<file path="config.mk">
export PLATFORM = sky130hd
export DESIGN_NAME = snake_score
export DESIGN_NICKNAME = d
export VERILOG_FILES = /design/src/rtl/snake_score.sv
export SDC_FILE = /design/constraint.sdc
export NUM_CORES = 1
export LEC_CHECK = 0
export CORE_UTILIZATION = 30
export DETAILED_ROUTE_END_ITERATION = 10
export PLACE_DENSITY_LB_ADDON = 0.25
export SLEW_MARGIN = 20
export SYNTH_ARGS = -nofsm -noshare
export SYNTH_HDL_FRONTEND = slang
export SYNTH_SLANG_ARGS = --single-unit
</file>
<file path="constraint.sdc">
create_clock -name clk -period 1.7 [get_ports clk]
set_input_delay 0.34 -clock clk [delete_from_list [all_inputs] [get_ports clk]]
set_output_delay 0.34 -clock clk [all_outputs]
set_load 0.02 [all_outputs]
</file>
<file path="src/rtl/snake_score.sv">
// snake_score: apple-event score counter and game-state controller for the
// snake game. Feeds {score, 2'b00} to the downstream two-digit 7-segment
// transcoder.
// Optional feature macro: SNAKE_SCORE_HIGH_SCORE_EN (best-score register and
// show_best input). With the macro undefined, score_code always shows the live
// score.
module snake_score #(
  parameter int unsigned MAX_SCORE    = 31,
  parameter int unsigned APPLE_POINTS = 1
) (
  input  logic       clk,
  input  logic       rst_n,
  input  logic       start,
  input  logic       apple,
  input  logic       collision,
`ifdef SNAKE_SCORE_HIGH_SCORE_EN
  input  logic       show_best,
`endif
  output logic [6:0] score_code,
  output logic       running,
  output logic       game_over,
  output logic       win
);

  localparam int unsigned SCORE_W = 5;
  localparam int unsigned SUM_W   = 6;

  typedef enum logic [1:0] {
    IDLE = 2'd0,
    RUN  = 2'd1,
    OVER = 2'd2,
    WIN  = 2'd3
  } state_t;

  localparam logic [SCORE_W-1:0] MAX_Q = SCORE_W'(MAX_SCORE);
  localparam logic [SUM_W-1:0]   MAX_S = SUM_W'(MAX_SCORE);
  localparam logic [SUM_W-1:0]   PTS_S = SUM_W'(APPLE_POINTS);

  state_t               state;
  logic [SCORE_W-1:0]   score;
  logic                 apple_q;
  logic                 rise;
  logic [SUM_W-1:0]     sum;
  logic                 hit_max;

  // One apple event per 0->1 transition of the apple level.
  assign rise    = apple & ~apple_q;
  // Six-bit sum so adding points to a near-max score cannot wrap.
  assign sum     = SUM_W'(score) + PTS_S;
  assign hit_max = (sum >= MAX_S);

  // Apple level history, sampled every cycle regardless of state.
  always_ff @(posedge clk or negedge rst_n) begin
    if (!rst_n) begin
      apple_q <= 1'b0;
    end else begin
      apple_q <= apple;
    end
  end

  // Game FSM and score register; collision outranks an apple on the same edge.
  always_ff @(posedge clk or negedge rst_n) begin
    if (!rst_n) begin
      state <= IDLE;
      score <= '0;
    end else begin
      case (state)
        IDLE, OVER, WIN: begin
          if (start) begin
            state <= RUN;
            score <= '0;
          end
        end
        RUN: begin
          if (collision) begin
            state <= OVER;
          end else if (rise) begin
            if (hit_max) begin
              score <= MAX_Q;
              state <= WIN;
            end else begin
              score <= sum[SCORE_W-1:0];
            end
          end
        end
        default: begin
          state <= IDLE;
          score <= '0;
        end
      endcase
    end
  end

  // Flags decode straight from the registered state.
  assign running   = (state == RUN);
  assign game_over = (state == OVER);
  assign win       = (state == WIN);

`ifdef SNAKE_SCORE_HIGH_SCORE_EN
  logic [SCORE_W-1:0] best;
  logic               show_best_q;

  // Best score captured on each entry into OVER or WIN; only rst_n clears it.
  always_ff @(posedge clk or negedge rst_n) begin
    if (!rst_n) begin
      best <= '0;
    end else if (state == RUN) begin
      if (collision) begin
        if (score > best) begin
          best <= score;
        end
      end else if (rise && hit_max) begin
        if (MAX_Q > best) begin
          best <= MAX_Q;
        end
      end
    end
  end

  // show_best is registered so score_code has no combinational input path.
  always_ff @(posedge clk or negedge rst_n) begin
    if (!rst_n) begin
      show_best_q <= 1'b0;
    end else begin
      show_best_q <= show_best;
    end
  end

  assign score_code = (show_best_q && (state != RUN)) ? {best, 2'b00}
                                                      : {score, 2'b00};
`else
  assign score_code = {score, 2'b00};
`endif

endmodule

</file>
### Word-level counts from Yosys, hierarchy flattened

Index checks and enable logic that the tools add are counted.
W data, S select, Z words.

* word-level logic and storage cells: 29
* input port bits: 5
* bits in registers: 8

* order comparisons: 1
* bitwise gates (word level): 2
* $add $sub $neg: 1
* eq/ne operators: 8
* reduce and logical (&&, ||, !) cells: 4
* mux-type cells: 10

Operators by type and width (count)
* $mux W5: 4
* $pmux W5 S2: 1
* $mux W2: 4
* $add A5 B1 Y6 const B: 1
* $ge A6 B5 Y1 const B: 1
* $ne A3 B2 Y1 const B: 2
* $reduce_and A3 Y1: 2
* $eq A2 B2 Y1 const B: 2
* $ne A2 B2 Y1 const B: 2
* $pmux W2 S2: 1
* $reduce_or A3 Y1: 1
* $eq A2 B1 Y1 const B: 1
* $logic_not A2 Y1: 1
* $ne A2 B1 Y1 const B: 1
* $and A1 B1 Y1: 1
* $not A1 Y1: 1

### Logic depth before layout (Yosys ltp)

Gate-level depths: netlist of the first run.

* word-level depth: 6
* gate-level depth with buffers: 6
* gate-level depth less buffers: 6

### Worst setup path before layout of the first run

OpenSTA, ideal clock, no wires.

* path kind: flip-flop to flip-flop
* start point: register score[0]
* end point: register score[0]
* period minus slack after synthesis: 1566 ps
* arrival time: 1478 ps
* library setup time: 87 ps
* path slack: 134 ps
* required time: 1613 ps
* stages on the path, launching flop included: 6
* cells stage by stage: dfrtp_1 -> ha_1 -> nand2b_1 -> a211oi_1 -> o211ai_1 -> o211ai_1

* word-level cells in the longest chain between the ends: 6

Ends and longest elaborated chain
* start, declared: RTL line 40 `logic [SCORE_W-1:0] score;`
* start signal, assigned: RTL line 82 `score <= sum[SCORE_W-1:0];`
* $add A5 B1 Y6 (*): RTL line 49 `assign sum = SUM_W'(score) + PTS_S;`
* $ge A6 B5 Y1: RTL line 50 `assign hit_max = (sum >= MAX_S);`
* $mux W5 (*): RTL line 78 `if (hit_max) begin`
* $mux W5 (*): RTL line 77 `end else if (rise) begin`
* $mux W5 (*): RTL line 75 `if (collision) begin`
* $pmux W5 S2 (*): RTL line 67 `case (state)`

Mark *: on every way between the ends. The rest lies on a longest branch, timed or not. The select of a mux whose other input is x is not followed.
A chain may end at the register's enable or synchronous reset.

### Worst setup path after layout of the first run

* start point: register score[0]
* end point: output score_code[2]

RTL lines
* end, declared: RTL line 19 `output logic [6:0] score_code,`

No word-level cell between the ends.

==> flow_summary_export.csv, run 1 <==
group,metric,value,unit
timing,rsz0062_at_grt,"false",
cts,cts_buffer_depth,2,
cts,clockRootBuffer,"clkbuf_4",
layout,area_growth,37.85,%
detailed_routing,dr.pass1.iters,4,
power,ir_drop,0.5573,mV
logic_synthesis,synth-xor-area-share,0,%
cts,cts-buffers-inserted,3,
logic_synthesis,synth_fa_ha_area_share,5.115,%
layout,drive_above_1_share,15.07,%
setup_path,regToRegEndpoint,"score[1]",
die,die_w,42.38,um
setup_path,reg2regPathDepth,5,
setup_path,ff2ff_setup_slack,0.11,ns
setup_path,crit_buf_inv,1,
hold_path,hold_path_class,"primary input to asynchronous set/reset pin",
layout,final_nets,82,
cts,clkTransAtPathRegs,0.06,ns
cts,clk-insertion-delay-late,0.26,ns
detailed_routing,viasPerCell,5.180,
die,row_count,14,
setup_path,end_kind,"primary output",
layout,stdcell_area,674.4,um^2
timing,fmax,0.6212,GHz
timing,period_needed,1.610,ns
cts,hold_buffers,0,
detailed_routing,drc,0,
logic_synthesis,synth-compound-area-share,16.62,%
placed_design,numPortBuffers,12,
timing,setup_viol,0,
logic_synthesis,syn_avg_cell_area,8.736,um^2
setup_path,critPathMaxStageDelay,0.62,ns
die,core_region_area,1506,um^2
power,power_leakage,0.3701,nW
placed_design,hpwl,792.5,um
layout,final_common_cell,"dfrtp_1",
detailed_routing,drtIter0Drc,5,
flow_run,drv_cap,0,
setup_path,crit_path_top_delay_cell,"clkdlybuf4s50_1",
run_status,status,"completed",
global_route,antenna_found_initial,0,
layout,mostFrequentLayoutCells,"dfrtp_1 (8), inv_1 (6), nand2_1 (6)",
die,pin_count,15,
detailed_routing,drtAntennaViolNets,0,
timing,fin_skew,0.004351,ns
timing,tns,0,ns
layout,fillers,167,
power,p_total,0.0006845,W
global_route,grt_first_pass_wirelength,1731,um
power,p_per_area,1015,nW/um^2
global_route,grt_overflow,0,
logic_synthesis,synth_seq_cells,8,
setup_path,critPathKind,"register to primary output",
logic_synthesis,ys_types,24,
timing,finalCritPeriodShare,94.69,%
die,die_area,1796,um^2
setup_path,required,1.36,ns
logic_synthesis,syn-instance-count,56,
global_route,grtUsageTotal,13.67,%
logic_synthesis,syn-cell-area,489.2,um^2
layout,multi_input_area,260.3,um^2
placed_design,gp_congestion,0.7867,
timing,slew_violations,0,
setup_path,cp_max_fo,4,
die,die_h,42.38,um
layout,diodes,0,
setup_path,crit_path_cell_trace,"clkdlybuf4s50_1",
global_route,grt_max_degree,9,
cts,cts_max_level,1,
detailed_routing,wl_per_cell,12.25,um
cts,cts_tree,"done",
global_route,first_global_vias,373,
setup_path,arrival,1.27,ns
placed_design,post_dp_cell_area,640.6,um^2
logic_synthesis,synth.area.mux_share,0,%
setup_path,crit_family,"buffers and inverters",
logic_synthesis,synth_top_family_by_area,"simple AND/OR/NAND/NOR gates",
setup_path,start_kind,"register",
logic_synthesis,synth_seq_area_share,40.92,%
timing,hold_viol,0,
layout,seq_area,200.2,um^2
detailed_routing,vias,461,
cts,cts_sinks,8,
detailed_routing,routed_wl,1090,um
logic_synthesis,synthSimpleGateAreaFrac,28.90,%
logic_synthesis,yosysWarnings,0,
setup_path,timing.rr.start,"score[1]",
die,initial_utilization,32.48,%
## worst max path at each step
stage | startpoint | end | slack [ns] | cells after the start
floorplan | score[0] | score[0] | 0.13 | 5
global placement | apple | score[0] | 0.06 | 5
detailed placement | apple | score[1] | 0.007 | 5
CTS | score[2] | score_code[4] | 0.01 | 1
global route | score[1] | score[0] | 0.03 | 5
finish | score[0] | score_code[2] | 0.09 | 1
## through the flow
stage          util (%)  setup slack (ns)  hold slack [ns]  std cells
4_1_cts           43.77           0.01286           0.3725         89
2_1_floorplan         -            0.1344          0.04441         57
3_5_place_dp      42.52          0.006945           0.5842         86
6_report          44.77           0.09021           0.3641         89
5_1_grt           44.77           0.02579           0.3861         89
3_3_place_gp      42.52           0.05545           0.5762         86
## routing by layer
metal	share of wire, %	GRT usage [%]	wire (um)	vias to the layer above
met5	0	0	0	-
met4	2.5	7.500	27	0
met3	8.1	8.621	88	6
met2	44	17.85	479	15
met1	45	16.94	495	213
li1	-	-	-	227
## timing repair
action / 4_1_cts / 5_1_grt
resized for setup: 3 / 5
setup endpoints to repair: 3 / 5
setup buffers: 0 / 0
## final cells by class
cell class / count / share of cell area [%]
flip-flops and latches: 8 / 29.68
clock buffers: 3 / 3.340
inverters: 6 / 3.340
well taps: 16 / 2.968
multi-input cells: 41 / 38.59
repair buffers: 15 / 22.08
## state kept, by name, indices dropped and copies added, names as in the netlist
name and cells:
score 5, state 2, apple_q 1
## power breakdown
group	internal, W	total, W	switching, W
Clock	0.0000811	0.000151	0.0000696
Sequential	0.000222	0.000255	0.0000327
Combinational	0.000129	0.000279	0.000150
## cell usage after synthesis
master	count	area (um^2)
a211oi_1	1	7.510
a21oi_1	3	15.01
a22oi_1	1	7.510
and2_1	1	6.260
and2_2	2	15.01
and3_1	1	6.260
and4bb_4	1	16.27
buf_4	2	15.01
conb_1	1	3.750
dfrtp_1	8	200.2
ha_1	2	25.02
inv_1	6	22.52
nand2_1	6	22.52
nand2_2	1	6.260
nand2b_1	2	12.51
nand3_1	4	20.02
nand4_1	1	6.260
nand4b_1	1	8.760
nor2_1	4	15.01
o211ai_1	4	30.03
o21ai_0	1	5.000
o221ai_1	1	8.760
o31ai_1	1	7.510
or3_1	1	6.260
## worst register-to-register path, stage by stage, from the launching register on
cell,delay [ns]
dfrtp_1,0.42
ha_1,0.22
buf_4,0.15
o31ai_1,0.33
o211ai_1,0.22
o211ai_1,0.16
## logic make-up after synthesis
logic type,count (synthesis)
other,1
AO/OA/AOI/OAI,12
buffers and inverters,8
AND/OR/NAND/NOR,25
adder cells (fa/ha/maj),2
flip-flops,8
Power figures use the tool's default switching activity.
==> run 2: changes to the inputs <==
Settings changed: CTS_CLUSTER_DIAMETER set to 100.
==> results of run 2 <==
No change in the layout: final DEF, timing and power equal those of run 1.
